===== config.mk =====
export PLATFORM = sky130hd
export DESIGN_NAME = memory_access
export DESIGN_NICKNAME = d
export VERILOG_FILES = /design/src/rtl/memory_pkg.sv /design/src/rtl/memory_access_load_store_align.sv /design/src/rtl/memory_access.sv
export SDC_FILE = /design/constraint.sdc
export NUM_CORES = 1
export LEC_CHECK = 0
export BUFFER_PORTS_ARGS = -buffer_cell sky130_fd_sc_hd__buf_2
export CORE_AREA = 5 5 346 348
export CTS_CLUSTER_DIAMETER = 100
export DETAILED_ROUTE_END_ITERATION = 10
export DIE_AREA = 0 0 351 353
export GPL_TIMING_DRIVEN = 1
export PLACE_DENSITY = 0.44
export SETUP_SLACK_MARGIN = 0.15
export SYNTH_ARGS = -nofsm -noshare
export SYNTH_HDL_FRONTEND = slang
export SYNTH_SLANG_ARGS = --single-unit

===== constraint.sdc =====
create_clock -name clk -period 10.53 [get_ports clk]
set_input_delay 0.5265 -clock clk [delete_from_list [all_inputs] [get_ports clk]]
set_output_delay 0.5265 -clock clk [all_outputs]
set_load 0.05 [all_outputs]

===== src/rtl/memory_pkg.sv =====
// Shared definitions for the memory-access stage: widths, load/store decode
// indices, access sizes and the request FSM states.
package memory_pkg;

    localparam int XLEN     = 64;
    localparam int COMMIT_W = 161;
    localparam int LSI_W    = 11;
    localparam int OPC_W    = 12;
    localparam int RD_W     = 5;

    localparam int LSI_LB  = 0;
    localparam int LSI_LH  = 1;
    localparam int LSI_LW  = 2;
    localparam int LSI_LD  = 3;
    localparam int LSI_LBU = 4;
    localparam int LSI_LHU = 5;
    localparam int LSI_LWU = 6;
    localparam int LSI_SB  = 7;
    localparam int LSI_SH  = 8;
    localparam int LSI_SW  = 9;
    localparam int LSI_SD  = 10;

    typedef enum logic [1:0] {
        ST_IDLE = 2'd0,
        ST_REQ  = 2'd1,
        ST_WAIT = 2'd2
    } mem_state_e;

    typedef enum logic [1:0] {
        SZ_B = 2'd0,
        SZ_H = 2'd1,
        SZ_W = 2'd2,
        SZ_D = 2'd3
    } access_size_e;

    // Isolates the lowest set bit so a malformed multi-hot decode still
    // resolves to exactly one operation.
    function automatic logic [LSI_W-1:0] lowest_one(input logic [LSI_W-1:0] v);
        return v & (~v + {{(LSI_W-1){1'b0}}, 1'b1});
    endfunction

endpackage


===== src/rtl/memory_access_load_store_align.sv =====
// Combinational lane logic: store data/strobe placement, load lane extraction
// with sign/zero extension, and misalignment detection.
module load_store_align
    import memory_pkg::*;
(
    input  logic [LSI_W-1:0] i_lsi,
    input  logic [XLEN-1:0]  i_addr,
    input  logic [XLEN-1:0]  i_regdata2,
    input  logic [XLEN-1:0]  i_rdata,
    output logic             o_mem_op,
    output logic             o_is_load,
    output logic             o_is_store,
    output logic             o_misalign,
    output logic [XLEN-1:0]  o_wdata,
    output logic [7:0]       o_wstrb,
    output logic [XLEN-1:0]  o_load_data
);

    logic [LSI_W-1:0] w_sel;
    access_size_e     w_size;
    logic             w_signed;
    logic [2:0]       w_off;
    logic [5:0]       w_shamt;
    logic [XLEN-1:0]  w_rep;
    logic [7:0]       w_strb_base;
    logic [XLEN-1:0]  w_lane;
    logic             w_size_misalign;

    assign w_sel      = lowest_one(i_lsi);
    assign o_mem_op   = |i_lsi;
    assign o_is_load  = |w_sel[LSI_LWU:LSI_LB];
    assign o_is_store = |w_sel[LSI_SD:LSI_SB];
    assign w_off      = i_addr[2:0];
    assign w_shamt    = {w_off, 3'b000};
    assign w_signed   = w_sel[LSI_LB] | w_sel[LSI_LH] | w_sel[LSI_LW];

    always_comb begin
        w_size = SZ_B;
        if (w_sel[LSI_LH] | w_sel[LSI_LHU] | w_sel[LSI_SH]) begin
            w_size = SZ_H;
        end else if (w_sel[LSI_LW] | w_sel[LSI_LWU] | w_sel[LSI_SW]) begin
            w_size = SZ_W;
        end else if (w_sel[LSI_LD] | w_sel[LSI_SD]) begin
            w_size = SZ_D;
        end
    end

    always_comb begin
        w_size_misalign = 1'b0;
        w_rep           = i_regdata2;
        w_strb_base     = 8'hFF;
        case (w_size)
            SZ_B: begin
                w_size_misalign = 1'b0;
                w_rep           = {8{i_regdata2[7:0]}};
                w_strb_base     = 8'h01;
            end
            SZ_H: begin
                w_size_misalign = i_addr[0];
                w_rep           = {4{i_regdata2[15:0]}};
                w_strb_base     = 8'h03;
            end
            SZ_W: begin
                w_size_misalign = |i_addr[1:0];
                w_rep           = {2{i_regdata2[31:0]}};
                w_strb_base     = 8'h0F;
            end
            default: begin
                w_size_misalign = |i_addr[2:0];
                w_rep           = i_regdata2;
                w_strb_base     = 8'hFF;
            end
        endcase
    end

    assign o_misalign = o_mem_op & w_size_misalign;
    assign o_wdata    = w_rep << w_shamt;
    assign o_wstrb    = w_strb_base << w_off;

    // The addressed lane is brought down to bit 0 before extension.
    assign w_lane = i_rdata >> w_shamt;

    always_comb begin
        o_load_data = w_lane;
        case (w_size)
            SZ_B:    o_load_data = {{56{w_signed & w_lane[7]}},  w_lane[7:0]};
            SZ_H:    o_load_data = {{48{w_signed & w_lane[15]}}, w_lane[15:0]};
            SZ_W:    o_load_data = {{32{w_signed & w_lane[31]}}, w_lane[31:0]};
            default: o_load_data = w_lane;
        endcase
    end

endmodule


===== src/rtl/memory_access.sv =====
// Memory-access stage: data-cache request FSM, upstream stall, and the
// M/W output register fed from the alignment logic.
module memory_access
    import memory_pkg::*;
(
    input  logic                clk,
    input  logic                rst,
    input  logic [XLEN-1:0]     regM_i_pc,
    input  logic [LSI_W-1:0]    regM_i_load_store_info,
    input  logic [OPC_W-1:0]    regM_i_opcode_info,
    input  logic [XLEN-1:0]     regM_i_regdata2,
    input  logic [XLEN-1:0]     regM_i_alu_result,
    input  logic [RD_W-1:0]     regM_i_rd,
    input  logic                regM_i_reg_wen,
    input  logic [COMMIT_W-1:0] regM_i_commit_info,
    output logic                dcache_o_req_valid,
    input  logic                dcache_i_req_ready,
    output logic [XLEN-1:0]     dcache_o_addr,
    output logic                dcache_o_wen,
    output logic [XLEN-1:0]     dcache_o_wdata,
    output logic [7:0]          dcache_o_wstrb,
    input  logic                dcache_i_resp_valid,
    input  logic [XLEN-1:0]     dcache_i_rdata,
    output logic                memory_o_stall,
    output logic                memory_o_valid,
    output logic [XLEN-1:0]     memory_o_wb_data,
    output logic [RD_W-1:0]     memory_o_rd,
    output logic                memory_o_reg_wen,
    output logic [XLEN-1:0]     memory_o_pc,
    output logic [OPC_W-1:0]    memory_o_opcode_info,
    output logic [COMMIT_W-1:0] memory_o_commit_info,
    output logic                memory_o_misalign
);

    // Handshake: a request transfers on a cycle where req_valid and req_ready
    // are both high; payload is held stable until then. One resp_valid pulse
    // per accepted request completes it, and is ignored outside WAIT.

    mem_state_e         r_state;
    mem_state_e         w_state_nxt;
    logic               w_req_valid;
    logic               w_stall;
    logic               w_go;

    logic               w_mem_op;
    logic               w_is_load;
    logic               w_is_store;
    logic               w_misalign;
    logic [XLEN-1:0]    w_wdata;
    logic [7:0]         w_wstrb;
    logic [XLEN-1:0]    w_load_data;
    logic [XLEN-1:0]    w_wb_data;
    logic               w_reg_wen;

    logic               r_valid;
    logic [XLEN-1:0]    r_wb_data;
    logic [RD_W-1:0]    r_rd;
    logic               r_reg_wen;
    logic [XLEN-1:0]    r_pc;
    logic [OPC_W-1:0]   r_opcode_info;
    logic [COMMIT_W-1:0] r_commit_info;
    logic               r_misalign;

    load_store_align u_align (
        .i_lsi       (regM_i_load_store_info),
        .i_addr      (regM_i_alu_result),
        .i_regdata2  (regM_i_regdata2),
        .i_rdata     (dcache_i_rdata),
        .o_mem_op    (w_mem_op),
        .o_is_load   (w_is_load),
        .o_is_store  (w_is_store),
        .o_misalign  (w_misalign),
        .o_wdata     (w_wdata),
        .o_wstrb     (w_wstrb),
        .o_load_data (w_load_data)
    );

    assign w_go = w_mem_op & ~w_misalign;

    always_ff @(posedge clk or posedge rst) begin
        if (rst) begin
            r_state <= ST_IDLE;
        end else begin
            r_state <= w_state_nxt;
        end
    end

    always_comb begin
        w_state_nxt = r_state;
        w_req_valid = 1'b0;
        w_stall     = 1'b0;
        case (r_state)
            ST_IDLE: begin
                if (w_go) begin
                    w_req_valid = 1'b1;
                    w_stall     = 1'b1;
                    w_state_nxt = dcache_i_req_ready ? ST_WAIT : ST_REQ;
                end
            end
            ST_REQ: begin
                w_req_valid = 1'b1;
                w_stall     = 1'b1;
                if (dcache_i_req_ready) begin
                    w_state_nxt = ST_WAIT;
                end
            end
            ST_WAIT: begin
                w_stall = ~dcache_i_resp_valid;
                if (dcache_i_resp_valid) begin
                    w_state_nxt = ST_IDLE;
                end
            end
            default: begin
                w_state_nxt = ST_IDLE;
            end
        endcase
    end

    // Upstream is frozen while stalled, so the combinational payload stays
    // stable through REQ. Reset forces the cache-facing outputs low at once.
    assign dcache_o_req_valid = w_req_valid & ~rst;
    assign memory_o_stall     = w_stall & ~rst;
    assign dcache_o_addr      = rst ? '0 : {regM_i_alu_result[XLEN-1:3], 3'b000};
    assign dcache_o_wen       = w_is_store & ~rst;
    assign dcache_o_wdata     = rst ? '0 : w_wdata;
    assign dcache_o_wstrb     = rst ? '0 : w_wstrb;

    always_comb begin
        w_wb_data = regM_i_alu_result;
        w_reg_wen = regM_i_reg_wen;
        if (w_misalign) begin
            w_wb_data = '0;
            w_reg_wen = 1'b0;
        end else if (w_is_load) begin
            w_wb_data = w_load_data;
        end else if (w_is_store) begin
            w_reg_wen = 1'b0;
        end
    end

    // A bubble is loaded on every stalled edge so each instruction reaches
    // writeback exactly once.
    always_ff @(posedge clk or posedge rst) begin
        if (rst) begin
            r_valid       <= 1'b0;
            r_wb_data     <= '0;
            r_rd          <= '0;
            r_reg_wen     <= 1'b0;
            r_pc          <= '0;
            r_opcode_info <= '0;
            r_commit_info <= '0;
            r_misalign    <= 1'b0;
        end else if (w_stall) begin
            r_valid       <= 1'b0;
            r_wb_data     <= '0;
            r_rd          <= '0;
            r_reg_wen     <= 1'b0;
            r_pc          <= '0;
            r_opcode_info <= '0;
            r_commit_info <= '0;
            r_misalign    <= 1'b0;
        end else begin
            r_valid       <= 1'b1;
            r_wb_data     <= w_wb_data;
            r_rd          <= regM_i_rd;
            r_reg_wen     <= w_reg_wen;
            r_pc          <= regM_i_pc;
            r_opcode_info <= regM_i_opcode_info;
            r_commit_info <= regM_i_commit_info;
            r_misalign    <= w_misalign;
        end
    end

    assign memory_o_valid       = r_valid;
    assign memory_o_wb_data     = r_wb_data;
    assign memory_o_rd          = r_rd;
    assign memory_o_reg_wen     = r_reg_wen;
    assign memory_o_pc          = r_pc;
    assign memory_o_opcode_info = r_opcode_info;
    assign memory_o_commit_info = r_commit_info;
    assign memory_o_misalign    = r_misalign;

endmodule


# ---- Yosys cells after proc, flatten, opt, wreduce, memory -nomap -nowiden
# Index checks and enable logic that the tools add are counted.
dict set report totals {
  input_bits 450
  ram_bits 0
  latchBits 0
  memories 0
  ff_bits 311
  rom_bits 0
}
dict set report classes {
  n_eq_ne 7
  addsub 1
  shift 3
  multipliers 0
  n_lt_le_gt_ge 0
  mux 31
  div 0
  n_bitwise 20
  reduce_logical 8
}
# op count
set ops {}
lappend ops {{$mux W64} 6}
lappend ops {{$pmux W64 S3} 2}
lappend ops {{$mux W161} 1}
lappend ops {{$shl A64 B6 Y64} 1}
lappend ops {{$shr A64 B6 Y64} 1}
lappend ops {{$pmux W8 S3} 1}
lappend ops {{$mux W2} 7}
lappend ops {{$mux W12} 1}
lappend ops {{$add A11 B1 Y11 const B} 1}
lappend ops {{$and A11 B11 Y11} 1}
lappend ops {{$not A11 Y11} 1}
lappend ops {{$reduce_or A11 Y1} 1}
lappend ops {{$and A1 B1 Y1} 8}
lappend ops {{$mux W8} 1}
lappend ops {{$shl A8 B3 Y8} 1}
lappend ops {{$mux W1} 7}
lappend ops {{$or A1 B1 Y1} 7}
lappend ops {{$reduce_or A7 Y1} 1}
lappend ops {{$ne A2 B2 Y1 const B} 3}
lappend ops {{$pmux W1 S3} 2}
lappend ops {{$pmux W2 S3} 1}
lappend ops {{$mux W5} 1}
lappend ops {{$eq A2 B1 Y1 const B} 2}
lappend ops {{$eq A2 B2 Y1 const B} 2}
lappend ops {{7 further kinds} 10}

# ---- Depth between registers and ports, before layout
dict set report depth {
  ltp_word 15
  ltp_mapped 11
  mapped_depth_nobuf 7
}

# ---- Modules after synthesis
# From an unflattened synthesis, not the netlist that was laid out.
dict set report unflattened {
  cells_unflattened 1690
  area_unflattened_um2 16316.9
}
# module seq_area_each_um2 instances cells_per_inst area_each_um2
set modules_own_cells {}
lappend modules_own_cells {memory_access 7782.5 1 893 11413.4}
lappend modules_own_cells {load_store_align 0.0 1 797 4903.5}

# ---- Worst setup path after synthesis
# OpenSTA, ideal clock, no wires.
dict set report synth_path {
  path_type {input-to-output}
  from {input rst}
  to {output dcache_o_wdata[32]}
  required_ps 10004
  path_buffers 1
  slack_ps -1132
  arrival_ps 11136
  path_stages 4
  path_cell_list {clkbuf_1 -> inv_1 -> nand2_1 -> a2111oi_0}
}
dict set report synth_between {
  elab_chain_cells 1
}
# element line
set synth_rtl {}
lappend synth_rtl {{from (decl)} memory_access.sv:7} ;# input logic rst,
lappend synth_rtl {{$mux W64} memory_access.sv:125} ;# assign dcache_o_wdata = rst ? '0 : w_wdata;
lappend synth_rtl {{to (decl)} memory_access.sv:20} ;# output logic [XLEN-1:0] dcache_o_wdata,
# Every way passes these cells.

# ---- Worst setup path after layout
dict set report layout_path {
  from {input regM_i_load_store_info[7]}
  to {output memory_o_stall}
}
dict set report layout_between {
  elab_chain_cells 15
  word_cells_on_any_way 20
}
# element line
set layout_rtl {}
lappend layout_rtl {{from (decl)} memory_access.sv:9} ;# input logic [LSI_W-1:0] regM_i_load_store_info,
lappend layout_rtl {{$not A11 Y11} memory_pkg.sv:39} ;# return v & (~v + {{(LSI_W-1){1'b0}}, 1'b1});
lappend layout_rtl {{$add A11 B1 Y11} memory_pkg.sv:39}
lappend layout_rtl {{$and A11 B11 Y11} memory_pkg.sv:39}
lappend layout_rtl {{$or A1 B1 Y1} memory_access_load_store_align.sv:43} ;# end else if (w_sel[LSI_LD] | w_sel[LSI_SD]) begin
lappend layout_rtl {{$mux W2} memory_access_load_store_align.sv:43}
lappend layout_rtl {{$mux W2} memory_access_load_store_align.sv:41} ;# end else if (w_sel[LSI_LW] | w_sel[LSI_LWU] | w_sel[LSI_SW]) begin
lappend layout_rtl {{$mux W2} memory_access_load_store_align.sv:39} ;# if (w_sel[LSI_LH] | w_sel[LSI_LHU] | w_sel[LSI_SH]) begin
lappend layout_rtl {{$eq A2 B2 Y1 (tied with other cells)} memory_access_load_store_align.sv:52} ;# case (w_size)
lappend layout_rtl {{$pmux W1 S3} memory_access_load_store_align.sv:52}
lappend layout_rtl {{$and A1 B1 Y1} memory_access_load_store_align.sv:76} ;# assign o_misalign = o_mem_op & w_size_misalign;
lappend layout_rtl {{$not A1 Y1} memory_access.sv:78} ;# assign w_go = w_mem_op & ~w_misalign;
lappend layout_rtl {{$and A1 B1 Y1 *} memory_access.sv:78}
lappend layout_rtl {{$mux W1 *} memory_access.sv:94} ;# if (w_go) begin
lappend layout_rtl {{$pmux W1 S3 *} memory_access.sv:92} ;# case (r_state)
lappend layout_rtl {{$and A1 B1 Y1 *} memory_access.sv:122} ;# assign memory_o_stall = w_stall & ~rst;
lappend layout_rtl {{to (decl)} memory_access.sv:24} ;# output logic memory_o_stall,
# Every way passes the cells marked *; elsewhere a longest branch is shown, timed or not.

==> metrics.md <==
| Metric | Value |
|---|---|
| Post-Synthesis Mean Instance Area | `9.71 um2` |
| Post-DR wirelength/cell | `28.7 um` |
| Cell area after synthesis | `0.0159 mm2` |
| Cell mode on critical path | `buf_2` |
| Cts repair resizes | `0` |
| Final cycle utilization of the critical path | `between 40% and 50%` |
| Die ar. | `0.124 mm2` |
| Basic-gate share of the synthesized area counting and, or, nand and nor cells | `around 22%` |
| Inserted Clock Buffers | `45` |
| Critical Path Max Stage Delay | `0.66 ns` |
| Largest family of logic cells by synthesized area | `simple AND/OR/NAND/NOR gates` |
| CP cell instances | `buf_2 > nor4b_1 > a21o_1 > nand2_1 > nand2_2 > a21boi_2 > o31ai_4 > buf_12 > nor2_1 > buf_2` |
| Fraction of final layout cells sized beyond drive strength 1 | `~42%` |
| Number of setup buffers added after CTS | `0` |
| Post-CTS clock slew at the launch and capture registers of the worst setup and hold paths | `around 0.05 ns` |
| Crit-path max FO | `233` |
| Largest net degree at the start of global routing | `between 200 and 250` |
| Clock tree from TritonCTS | `yes` |
| Category of the most critical setup path | `in2out` |
| Ranking of synthesized cells by area | `dfrtp_1 (49%), and2_1 (9.8%), nor2_1 (4.0%)` |
| Tightest Pin Transition | `1.22 ns` |
| Count of boundary I/O pins | `898` |
| Cell at the root of the clock tree | `clkbuf_16` |
| First-pass GRT wire length | `between 150 and 200 mm` |
| Max capacitance violation total | `0` |
| Area growth syn-to-layout | `47.0%` |
| CP bufs+invs | `3` |
| Number of storage elements in the synthesis netlist | `311` |
| Number of buffers inserted by port buffering | `about 890` |
| TNS Setup | `0 ns` |
| Max Clock Freq | `around 0.20 GHz` |
| Number of enable-type register cells in the synthesized netlist | `0` |
| Standard cell core area | `roughly 0.12 mm2` |
| Horiz. Die Dim | `351 um` |
| Layout Nets | `2918` |
| CP arrival | `4.36 ns` |
| Starting Density | `13.7%` |
| Xor/xnor cell area share of the yosys netlist | `0%` |
| Post-synth top area share | `48.9%` |
| Gate family responsible for the most delay along the worst path | `compound AO/OA/AOI/OAI gates` |
| CTS H-tree lvls | `2` |
| Post-route DRC | `0` |
| Number of max-slew violations in the final report | `0` |
| Critical Path End Type | `output port` |
| Skew-Pair Late Insertion Delay | `0.60 ns` |
| Via count normalized by instance count | `4.24` |
| Clk sinks | `311` |
| Final setup skew | `between 0.02 and 0.025 ns` |
| Post-synthesis compound-gate area fraction | `between 10% and 20%` |
| Cell count along the critical path | `10` |
| Crit-path slowest cell | `a21o_1` |
| Portion of netlist area occupied by mux cells | `6.44%` |
| Number of antenna violations at the first check in global routing | `80` |
| Outcome | `complete, no violations` |
| Sequential-to-total area share from yosys stat | `48.9%` |
| Cell area after placement | `0.0219 mm2` |
| Worst setup SP type | `input port` |
| Cell leakage power | `roughly 12 nW` |
| Power density cells | `roughly 240 mW/mm2` |
| Post-layout min period | `4.89 ns` |
| Router iterations before antenna repair | `5` |
| Core Rows | `125` |
| Post-route cell area | `0.0234 mm2` |
| Top_reg_cell synth | `dfrtp_1` |
| Total routing usage reported by global routing | `17.8%` |
| Total overflow reported by the global router | `0` |
| Final GP Congestion | `0.872` |
| Crit path required time | `10.00 ns` |
| Cell count of the worst hold path | `2` |
| Final Routed Wirelength | `116 mm` |
| Most common cell after layout, fill and taps aside | `buf_2` |
| Path depth of the worst reg2reg path | `5` |
| Vias after detailed routing | `around 17000` |
| Final Hold Viols | `0` |
| Share of flip-flops with an asynchronous set or reset | `100%` |
| Worst hold slack after final layout | `between 0.1 and 0.15 ns` |
| Die Y-Extent | `353 um` |
| Hold buffer count at cts | `0` |
| Most used cells in the layout excluding fill and tap cells | `buf_2 (890), dfrtp_1 (311), and2_1 (249)` |
| Ys Warns | `0` |
| Hold Path Class | `in2reg` |
| Count of distinct cell types in the synthesized netlist | `70` |
| Number of buffers between clock root and the deepest sink | `3` |
| Final setup violation count | `0` |
| Cell type with the highest aggregate area in the netlist | `dfrtp_1` |
| Post-DP HPWL | `94.0 mm` |
| Max_slew headroom | `about a fifth` |
| Synth Instances | `1640` |
| Antenna Violating Nets Remaining | `0` |
| Number of global-route vias before repair | `around 17000` |
| Highest ir drop seen on vdd | `0.157 mV` |
| DRC marker count from the first detailed-route iteration | `between 1000 and 1500` |
| Share of synthesized cell area in full adder, half adder and majority cells | `0%` |
| Unrepaired setup endpoints after global routing | `false` |
-- power breakdown --
group / internal [mW] / switching (mW) / leakage [nW]
Combinational: 0.515 / 1.90 / 6.85
Clock: 0.888 / 0.631 / 0.732
Sequential: 1.47 / 0.118 / 4.13
Total: 2.87 / 2.65 / 11.7
-- synthesized netlist by cell type (all sizes together), types with 2 or more instances --
cell type	n
dfrtp	311
and2	250
nor2	170
nand2	102
o21ai	84
clkbuf	78
a21oi	71
buf	70
nor2b	63
mux2i	53
nor3	53
a211oi	47
a22oi	39
nand3	22
o22ai	19
a221oi	17
mux4	16
o211ai	16
inv	15
a31oi	14
mux2	12
o21a	11
o221ai	11
a32oi	8
a311oi	7
a2111oi	6
a21o	6
o32ai	6
a22o	5
o31ai	5
a21boi	4
and3	4
nand4	4
o22a	4
o311ai	4
o31a	4
or3	4
a211o	3
nor4	3
o211a	3
a2111o	2
a221o	2
nor4b	2
or4	2
-- flip-flops by register name, summed over array words and instances, names as in the netlist --
signal / cells
memory_o_commit_info: 161
memory_o_misalign: 1
memory_o_opcode_info: 12
memory_o_pc: 64
memory_o_rd: 5
memory_o_reg_wen: 1
memory_o_valid: 1
memory_o_wb_data: 64
r_state: 2
-- logic make-up (layout without fill, tap and decap cells) --
group,after synthesis,in the layout
flip-flops,311,311
AND/OR/NAND/NOR,683,683
multiplexers,81,81
other,1,14
buffers and inverters,163,1024
AO/OA/AOI/OAI,401,401
-- worst register-to-register path, delay by kind of cell, from the launching register on --
family | cells | cell delay (ns)
AOI/OAI and AO/OA | 2 | 0.65
buffers and inverters | 1 | 0.51
DFF | 1 | 0.43
and+or+nand+nor | 2 | 0.65
-- per-stage QoR --
| stage | power, mW | worst slack, ns | util [%] | instances |
|---|---|---|---|---|
| floorplan | 3.25 | 2.70 | - | 1642 |
| global placement | 4.04 | 5.74 | 18.9 | 3945 |
| detailed placement | 4.05 | 5.77 | 18.9 | 3945 |
| CTS | 5.62 | 5.76 | 20.2 | 4027 |
| global route | 5.78 | 5.45 | 20.2 | 4029 |
| finish | 5.52 | 5.64 | 20.2 | 4038 |
-- final cells by class --
class | count | area (um2)
tap | 1524 | 1910
inverter | 15 | 60.1
clock inverter | 20 | 210
sequential | 311 | 7780
multi-input combinational | 1168 | 7380
antenna | 11 | 27.5
fill | 13100 | 92500
clock buffer | 62 | 1280
timing repair buffer | 927 | 4760
-- worst paths after layout --
path	startpoint	endpoint	slack, ns
max	regM_i_load_store_info[7]	memory_o_stall	5.64
min	dcache_i_req_ready	r_state[0]	0.12
max reg2reg	r_state[0]	memory_o_wb_data[9]	8.09
min reg2reg	r_state[1]	r_state[0]	0.63
max in group asynchronous	rst	memory_o_pc[58]	8.51
min in group asynchronous	rst	memory_o_wb_data[22]	0.48
-- per-layer routing --
layer | up-vias | global-route usage, % | wire length, um
met1 | 8386 | 22.3 | 47300
met3 | 225 | 4.52 | 9600
li1 | 7428 | - | -
met4 | 12 | 3.29 | 2800
met2 | 1074 | 31.1 | 56100
met5 | - | 0 | 80
No activity file was read; power rests on OpenSTA's default activity.
